**config.mk**
```make
export PLATFORM = sky130hd
export DESIGN_NAME = carry_save_adder
export DESIGN_NICKNAME = d
export VERILOG_FILES = /design/src/rtl/csa_pkg.sv /design/src/rtl/csa_full_adder.sv /design/src/rtl/carry_save_adder.sv
export SDC_FILE = /design/constraint.sdc
export NUM_CORES = 1
export LEC_CHECK = 0
export BUFFER_PORTS_ARGS = -buffer_cell sky130_fd_sc_hd__buf_2
export CAP_MARGIN = 20
export CORE_UTILIZATION = 33
export CTS_CLUSTER_SIZE = 24
export DETAILED_ROUTE_END_ITERATION = 6
export SETUP_SLACK_MARGIN = 0.4
export SYNTH_ARGS = -nofsm -noshare
export SYNTH_HDL_FRONTEND = slang
export SYNTH_HIERARCHICAL = 1
export SYNTH_SLANG_ARGS = --single-unit
```
**constraint.sdc**
```tcl
create_clock -name clk -period 5 [get_ports clk]
set_input_delay 1 -clock clk [delete_from_list [all_inputs] [get_ports clk]]
set_output_delay 1 -clock clk [all_outputs]
set_load 0.05 [all_outputs]
```
**src/rtl/csa_pkg.sv**
```systemverilog
// rtl/csa_pkg.sv - shared width parameters for the four-operand carry-save adder
package csa_pkg;

  localparam int DEFAULT_WIDTH = 4;

  // Four WIDTH-bit operands sum to at most 4*(2^w-1), which needs exactly w+2 bits.
  function automatic int res_width(input int w);
    return w + 2;
  endfunction

endpackage

```
**src/rtl/csa_full_adder.sv**
```systemverilog
// rtl/csa_full_adder.sv - 1-bit full adder used as the 3:2 compressor cell and ripple cell
module csa_full_adder (
  input  logic a,
  input  logic b,
  input  logic cin,
  output logic s,
  output logic co
);

  assign s  = a ^ b ^ cin;
  assign co = (a & b) | (a & cin) | (b & cin);

endmodule

```
**src/rtl/carry_save_adder.sv**
```systemverilog
// rtl/carry_save_adder.sv - two-stage pipelined four-operand unsigned adder (CSA tree + ripple CPA)
module carry_save_adder
  import csa_pkg::*;
#(
  parameter int WIDTH = DEFAULT_WIDTH
) (
  input  logic             clk,
  input  logic             rst_n,
  input  logic             valid_in,
  input  logic [WIDTH-1:0] a,
  input  logic [WIDTH-1:0] b,
  input  logic [WIDTH-1:0] c,
  input  logic [WIDTH-1:0] d,
  output logic             valid_out,
  output logic [WIDTH:0]   sum,
  output logic             cout
);

  localparam int RW = res_width(WIDTH);

  logic [WIDTH-1:0] w_s1;
  logic [WIDTH-1:0] w_c1;
  logic [WIDTH:0]   w_l2_x;
  logic [WIDTH:0]   w_l2_y;
  logic [WIDTH:0]   w_l2_z;
  logic [WIDTH:0]   w_s2;
  logic [WIDTH:0]   w_c2;

  logic [WIDTH:0]   r_s2;
  logic [WIDTH:0]   r_c2;
  logic             r_v1;

  logic [RW-1:0]    w_p;
  logic [RW-1:0]    w_q;
  logic [RW-1:0]    w_rc;
  logic [RW-1:0]    w_res;

  logic [RW-1:0]    r_res;
  logic             r_v2;

  for (genvar i = 0; i < WIDTH; i++) begin : g_lvl1
    csa_full_adder u_fa (
      .a  (a[i]),
      .b  (b[i]),
      .cin(c[i]),
      .s  (w_s1[i]),
      .co (w_c1[i])
    );
  end

  // Bit WIDTH+1 of all three level-2 inputs is zero, so only WIDTH+1 cells are needed.
  assign w_l2_x = {1'b0, w_s1};
  assign w_l2_y = {w_c1, 1'b0};
  assign w_l2_z = {1'b0, d};

  for (genvar i = 0; i <= WIDTH; i++) begin : g_lvl2
    csa_full_adder u_fa (
      .a  (w_l2_x[i]),
      .b  (w_l2_y[i]),
      .cin(w_l2_z[i]),
      .s  (w_s2[i]),
      .co (w_c2[i])
    );
  end

  always_ff @(posedge clk) begin
    if (!rst_n) begin
      r_s2 <= '0;
      r_c2 <= '0;
      r_v1 <= 1'b0;
    end else begin
      r_s2 <= w_s2;
      r_c2 <= w_c2;
      r_v1 <= valid_in;
    end
  end

  assign w_p     = {1'b0, r_s2};
  assign w_q     = {r_c2, 1'b0};
  assign w_rc[0] = 1'b0;

  for (genvar i = 0; i < RW - 1; i++) begin : g_cpa
    csa_full_adder u_fa (
      .a  (w_p[i]),
      .b  (w_q[i]),
      .cin(w_rc[i]),
      .s  (w_res[i]),
      .co (w_rc[i+1])
    );
  end

  // The result always fits in RW bits, so the MSB needs no carry-out.
  assign w_res[RW-1] = w_p[RW-1] ^ w_q[RW-1] ^ w_rc[RW-1];

  always_ff @(posedge clk) begin
    if (!rst_n) begin
      r_res <= '0;
      r_v2  <= 1'b0;
    end else begin
      r_res <= w_res;
      r_v2  <= r_v1;
    end
  end

  assign sum       = r_res[WIDTH:0];
  assign cout      = r_res[RW-1];
  assign valid_out = r_v2;

endmodule

```
==> results.toml, run 1 <==
[outcome]
status = "finished, final reports clean"

[synth]
synth_edf_count = 0
synth_cell_types = 7
syn_area_um2 = 794.5
syn_inst = 53
ys_seq_elements = 18
synth_most_common_cell = "dfxtp_1"
yosys_warnings = 6
yosys-top-cells-area = "dfxtp_1, fa_1, and2_2"
synth_ff_type = "dfxtp_1"
ys_seq_area_share_pct = 45.35
synth_commonest_cells = "dfxtp_1, and2_2, fa_1, and2_1"
synth.largest_area_cell = "dfxtp_1"
synth_top_area_share_pct = 45.35
avgSynthCellArea_um2 = 14.99
synthArstFlopShare_pct = 0

[floorplanning]
io_pins = 26
initial_core_util_pct = 35.57
die_area_mm2 = 0.002608
core-area_mm2 = 0.002233
std_cell_rows = 17
die_width_um = 51.07
die_h_um = 51.07

[place]
place_area_um2 = 958.4
place_hpwl_um = 772.2
io_buffers = 25
gp_congestion = 0.6291
dp_slack_ps = 2613

[finish]
stdcell_area_um2 = 994.7
fillers = 221
layout.nets = 119
drive_gt1_share_pct = 50.59
syn_to_final_growth_pct = 25.20
antennaDiodeCount = 0

[job]
maxCapViolations = 0

[worst_setup_path]
end_kind = "flip-flop"
crit_chain = "fa_1, fa_1, fa_1, fa_1, xor2_1, and2_2"
cp.required_ps = 5190
cp-start-kind = "flip-flop"
r2r_cells = 6
worstPathMaxFanout = 1
crit_top_cell = "fa_1"
slowest_delay_ps = 430
crit_type = "reg -> reg"
critPathSlowestCell = "fa_1"
worstPathArrival_ps = 2540

[pwr]
ir_drop_uv = 146.9
p_per_area_mw_per_mm2 = 355.4
p_leak_nw = 0.4698
finalPower_mw = 0.3535

[global_routing]
grt_max_degree = 19
grt_pass1_vias = 386
grt_antenna_before_repair = 0
grt_first_pass_wirelength_um = 1531
grt_overflow = 0
track_usage_pct = 8.900

[clock_tree]
post-cts-setup-buffers = 0
hold_buffers = 0
cts_tree = "built"
cts_sinks = 18
cts_buffers = 3
cts_resized = 0
clk_pin_slew_ps = 90
worstSkewPairLatency_ps = 280
clk_path_buf_depth = 2
clockRootBuffer = "clkbuf_4"
cts_max_level = 1

[routing]
drc = 0
drtIter0Drc = 1
dr.pass1.iters = 2
wl_per_cell_um = 8.053
viasPerCell = 3.858
wl_um = 910
num_vias = 436
antenna_left = 0

[sta]
setup_tns_ps = 0
period_needed_ps = 2354
hold_ws_ps = 463.4
setup_viol = 0
fin_crit_sh_pct = 47.09
setup_slack_ps = 2646
clock_skew_ps = 0.7785
slew_viol_final = 0
fmax_ghz = 0.4247
hold_viol_final = 0
rsz0062_at_grt = "false"

[min_path]
hp-class = "reg -> reg"
hold_depth = 1
## power breakdown
part	leakage [nW]	switching, mW	total (mW)	internal, mW
sequential	0.150	0.00744	0.171	0.164
combinational	0.299	0.0589	0.0972	0.0383
clock	0.0210	0.0407	0.0850	0.0443
total	0.470	0.107	0.354	0.247
## layout by cell type (no fill, tap or decap)
cell / count
dfxtp_1: 18
fa_1: 14
buf_2: 25
xor2_1: 1
and2_2: 14
conb_1: 5
clkbuf_8: 1
and2_1: 4
clkbuf_4: 3
## final cells by class
cell class | count | area [µm²] | share of cell area [%]
tap | 28 | 35.03 | 3.522
sequential | 18 | 360.3 | 36.23
clock buffer | 4 | 36.28 | 3.648
timing repair buffer | 25 | 125.1 | 12.58
multi-input combinational | 38 | 437.9 | 44.03
## worst max-delay path: cells and delay by family, from the launching register on
kind	cells	cell delay, ps
XOR/XNOR	1	160
adder cells (fa/ha/maj)	4	1590
flip-flops	1	330
AND/OR/NAND/NOR	1	170
## sequential cells by signal (all words and copies together) (netlist names)
signal     cells
r_s2           5
r_c2           5
valid_out      1
r_res          6
r_v1           1
## per-stage QoR
step,utilization (%),cells
floorplan,-,57
global placement,42.91,109
detailed placement,42.91,109
CTS,44.54,113
global route,44.54,113
finish,44.54,113
## path summary, 6_finish.rpt
check | from | to | slack (ps)
worst min register to register | r_v1 | valid_out | 460
worst max-delay path | r_s2[1] | r_res[5] | 2650
worst min-delay path | r_v1 | valid_out | 460
worst max register to register | r_s2[1] | r_res[5] | 2650
## cell families (layout without fill, tap and decap cells)
group,Yosys count,after routing,synth area share (%)
xor+xnor,1,1,1.103
fa+ha+maj,14,14,35.28
buf+inv,1,29,1.417
flops,18,18,45.35
other cells,1,5,0.4720
simple gates,18,18,16.38
## per-layer routing
layer | up-vias | track usage (%) | wire length, µm
met5 | - | 0 | 0
met4 | 0 | 11.11 | 27
li1 | 219 | - | -
met2 | 15 | 12.72 | 467
met3 | 2 | 1.786 | 61
met1 | 200 | 9.943 | 353
Note: power is estimated with default switching activity, not from simulation.
==> run 2, diff against run 1 <==
Clock period 5 ns to 1.9 ns, I/O delays scaled along.
==> run 2 against run 1 <==
  * The flow now finishes with violations (setup timing)
  * Count of clock-buffer cells in the layout unchanged
  * Critical path depth unchanged
  * First-iteration DRC count unchanged
  * Clock power rose to 2.6 times the previous value
  * Utilization rose by 1.1 points
  * Register-to-register slack got worse by 2900 ps
  * Via count increased by 5.0%
  * Worst setup slack got worse by 2900 ps
  * Clock skew barely moved
  * Final area is 2.5% higher
  * Global-route usage rose by 1.3 points
  * Critical endpoint unchanged
  * Largest cell class unchanged
  * Highest routed layer unchanged
==> results.toml, run 2 (same netlist as run 1, synthesis figures left out) <==
[worst_setup_path]
r2r_end = "r_res[5]"
worstPathArrival_ps = 2300
crit_type = "reg -> reg"
r2r_cells = 6
rrSetupSlack_ps = -210
end_kind = "flip-flop"
cp.required_ps = 2090
r2r_start = "r_s2[1]"
critPathLaunch = "r_s2[1]"
cp-start-kind = "flip-flop"
crit_path_end = "r_res[5]"
worstPathMaxFanout = 1

[sta]
setup_slack_ps = -208.5
rsz0062_at_grt = "true"
setup_viol = 2
clock_skew_ps = 0.8143
fmax_ghz = 0.4743
period_needed_ps = 2108
fin_crit_sh_pct = 111.0
hold_viol_final = 0
slew_viol_final = 0

[clock_tree]
clk_path_buf_depth = 2
hold_buffers = 0
clockRootBuffer = "clkbuf_4"
cts_sinks = 18
post-cts-setup-buffers = 0
worstSkewPairLatency_ps = 280
cts_tree = "built"
cts_buffers = 3
cts_max_level = 1
clk_pin_slew_ps = 90

[outcome]
status = "complete, but fails checks"
violations = "setup timing"

[finish]
final_common_cell = "buf_2"
final_cell_mix = "buf_2, dfxtp_1, and2_2, fa_1"
final_cells = 113
layout.nets = 119
drive_gt1_share_pct = 60.00
largest_register_ffs = 6
syn_to_final_growth_pct = 28.35
top_register = "r_res"
antennaDiodeCount = 0
reg_top3 = "r_res: 6 flops, r_c2: 5 flops, r_s2: 5 flops"
stdcell_area_mm2 = 0.001020

[floorplanning]
die_area_mm2 = 0.002608
die_width_um = 51.07
io_pins = 26
initial_core_util_pct = 35.57
die_h_um = 51.07
std_cell_rows = 17
core-area_mm2 = 0.002233

[pwr]
p_leak_nw = 0.4687
seqPwrFrac_pct = 47.2
switching_share_pct = 30.46
clockPowerShare_pct = 23.3
finalPower_mw = 0.9629
switchingPower_mw = 0.2933
p_int_mw = 0.6696
ir_drop_uv = 455.8
p_per_area_mw_per_mm2 = 944.3
combPwrFrac_pct = 29.5

[job]
maxCapViolations = 0

[place]
place_area_um2 = 982.2
io_buffers = 25
placedCellCount = 109
gp_congestion = 0.6298

[routing]
dr.pass1.iters = 2
num_vias = 458
antenna_left = 0
viasPerCell = 4.053
wl_um = 1037
drtIter0Drc = 1
wl_per_cell_um = 9.177
drc = 0

[global_routing]
grt_first_pass_wirelength_um = 1842
grt_overflow = 0
grt_pass1_vias = 461
track_usage_pct = 10.22
grt_antenna_before_repair = 0
grt_max_degree = 19

[min_path]
hp-class = "in -> reg"
## run 2: cell types whose count changed in the layout (fill, tap and decap cells not counted)
cell     delta
and2_2      -6
and2_4      +6
fa_2        +6
fa_1        -6
dfxtp_1     -2
dfxtp_2     +2
## run 2: through the flow
step	worst slack (ps)	setup TNS (ps)	hold WS [ps]	util, %
6_report	-208.5	-407.7	311.4	45.66
5_1_grt	-278.8	-535.3	313.4	45.66
4_1_cts	-223.6	-440.3	300.8	45.60
3_5_place_dp	-268.3	-501.4	433.5	43.98
3_3_place_gp	-236.0	-438.8	427.2	43.98
2_1_floorplan	-221.4	-411.4	426.3	-
## run 2: what timing repair did
action                     in CTS  in global routing
setup endpoints to repair       3                  3
pin swaps                       4                  0
gates resized for setup         0                  1
## run 2: critical path, cell delays in order, from the launching register on
cell,delay [ps]
dfxtp_2,330
fa_2,350
fa_2,350
fa_2,360
fa_2,350
xor2_1,150
and2_4,130
## run 2: worst min-delay path by stage
stage | from | end | depth (start not counted)
2_1_floorplan | r_v1 | valid_out | 1
3_3_place_gp | r_v1 | valid_out | 1
3_5_place_dp | r_v1 | valid_out | 1
4_1_cts | valid_in | r_v1 | 2
5_1_grt | valid_in | r_v1 | 2
6_report | valid_in | r_v1 | 2
## run 2: layout make-up
type	instances	area (µm²)
clock buffers	4	36.28
fillers	220	1214
multi-input cells	38	460.4
flip-flops and latches	18	362.8
well taps	28	35.03
repair buffers	25	125.1
## run 2: power by group through the flow
stage | Sequential [mW] | Combinational, mW | Clock, mW
after floorplan | 0.553 | 0.124 | 0
after global placement | 0.461 | 0.278 | 0
after detailed placement | 0.463 | 0.291 | 0
after CTS | 0.456 | 0.292 | 0.233
after global routing | 0.460 | 0.320 | 0.249
final | 0.455 | 0.284 | 0.224
## run 2: per-layer routing
metal	part of all wire, %	up-vias	global-route usage (%)
li1	-	216	-
met1	37	221	9.696
met2	55	19	18.20
met3	5.2	2	2.679
met4	2.6	0	8.333
met5	0	-	0
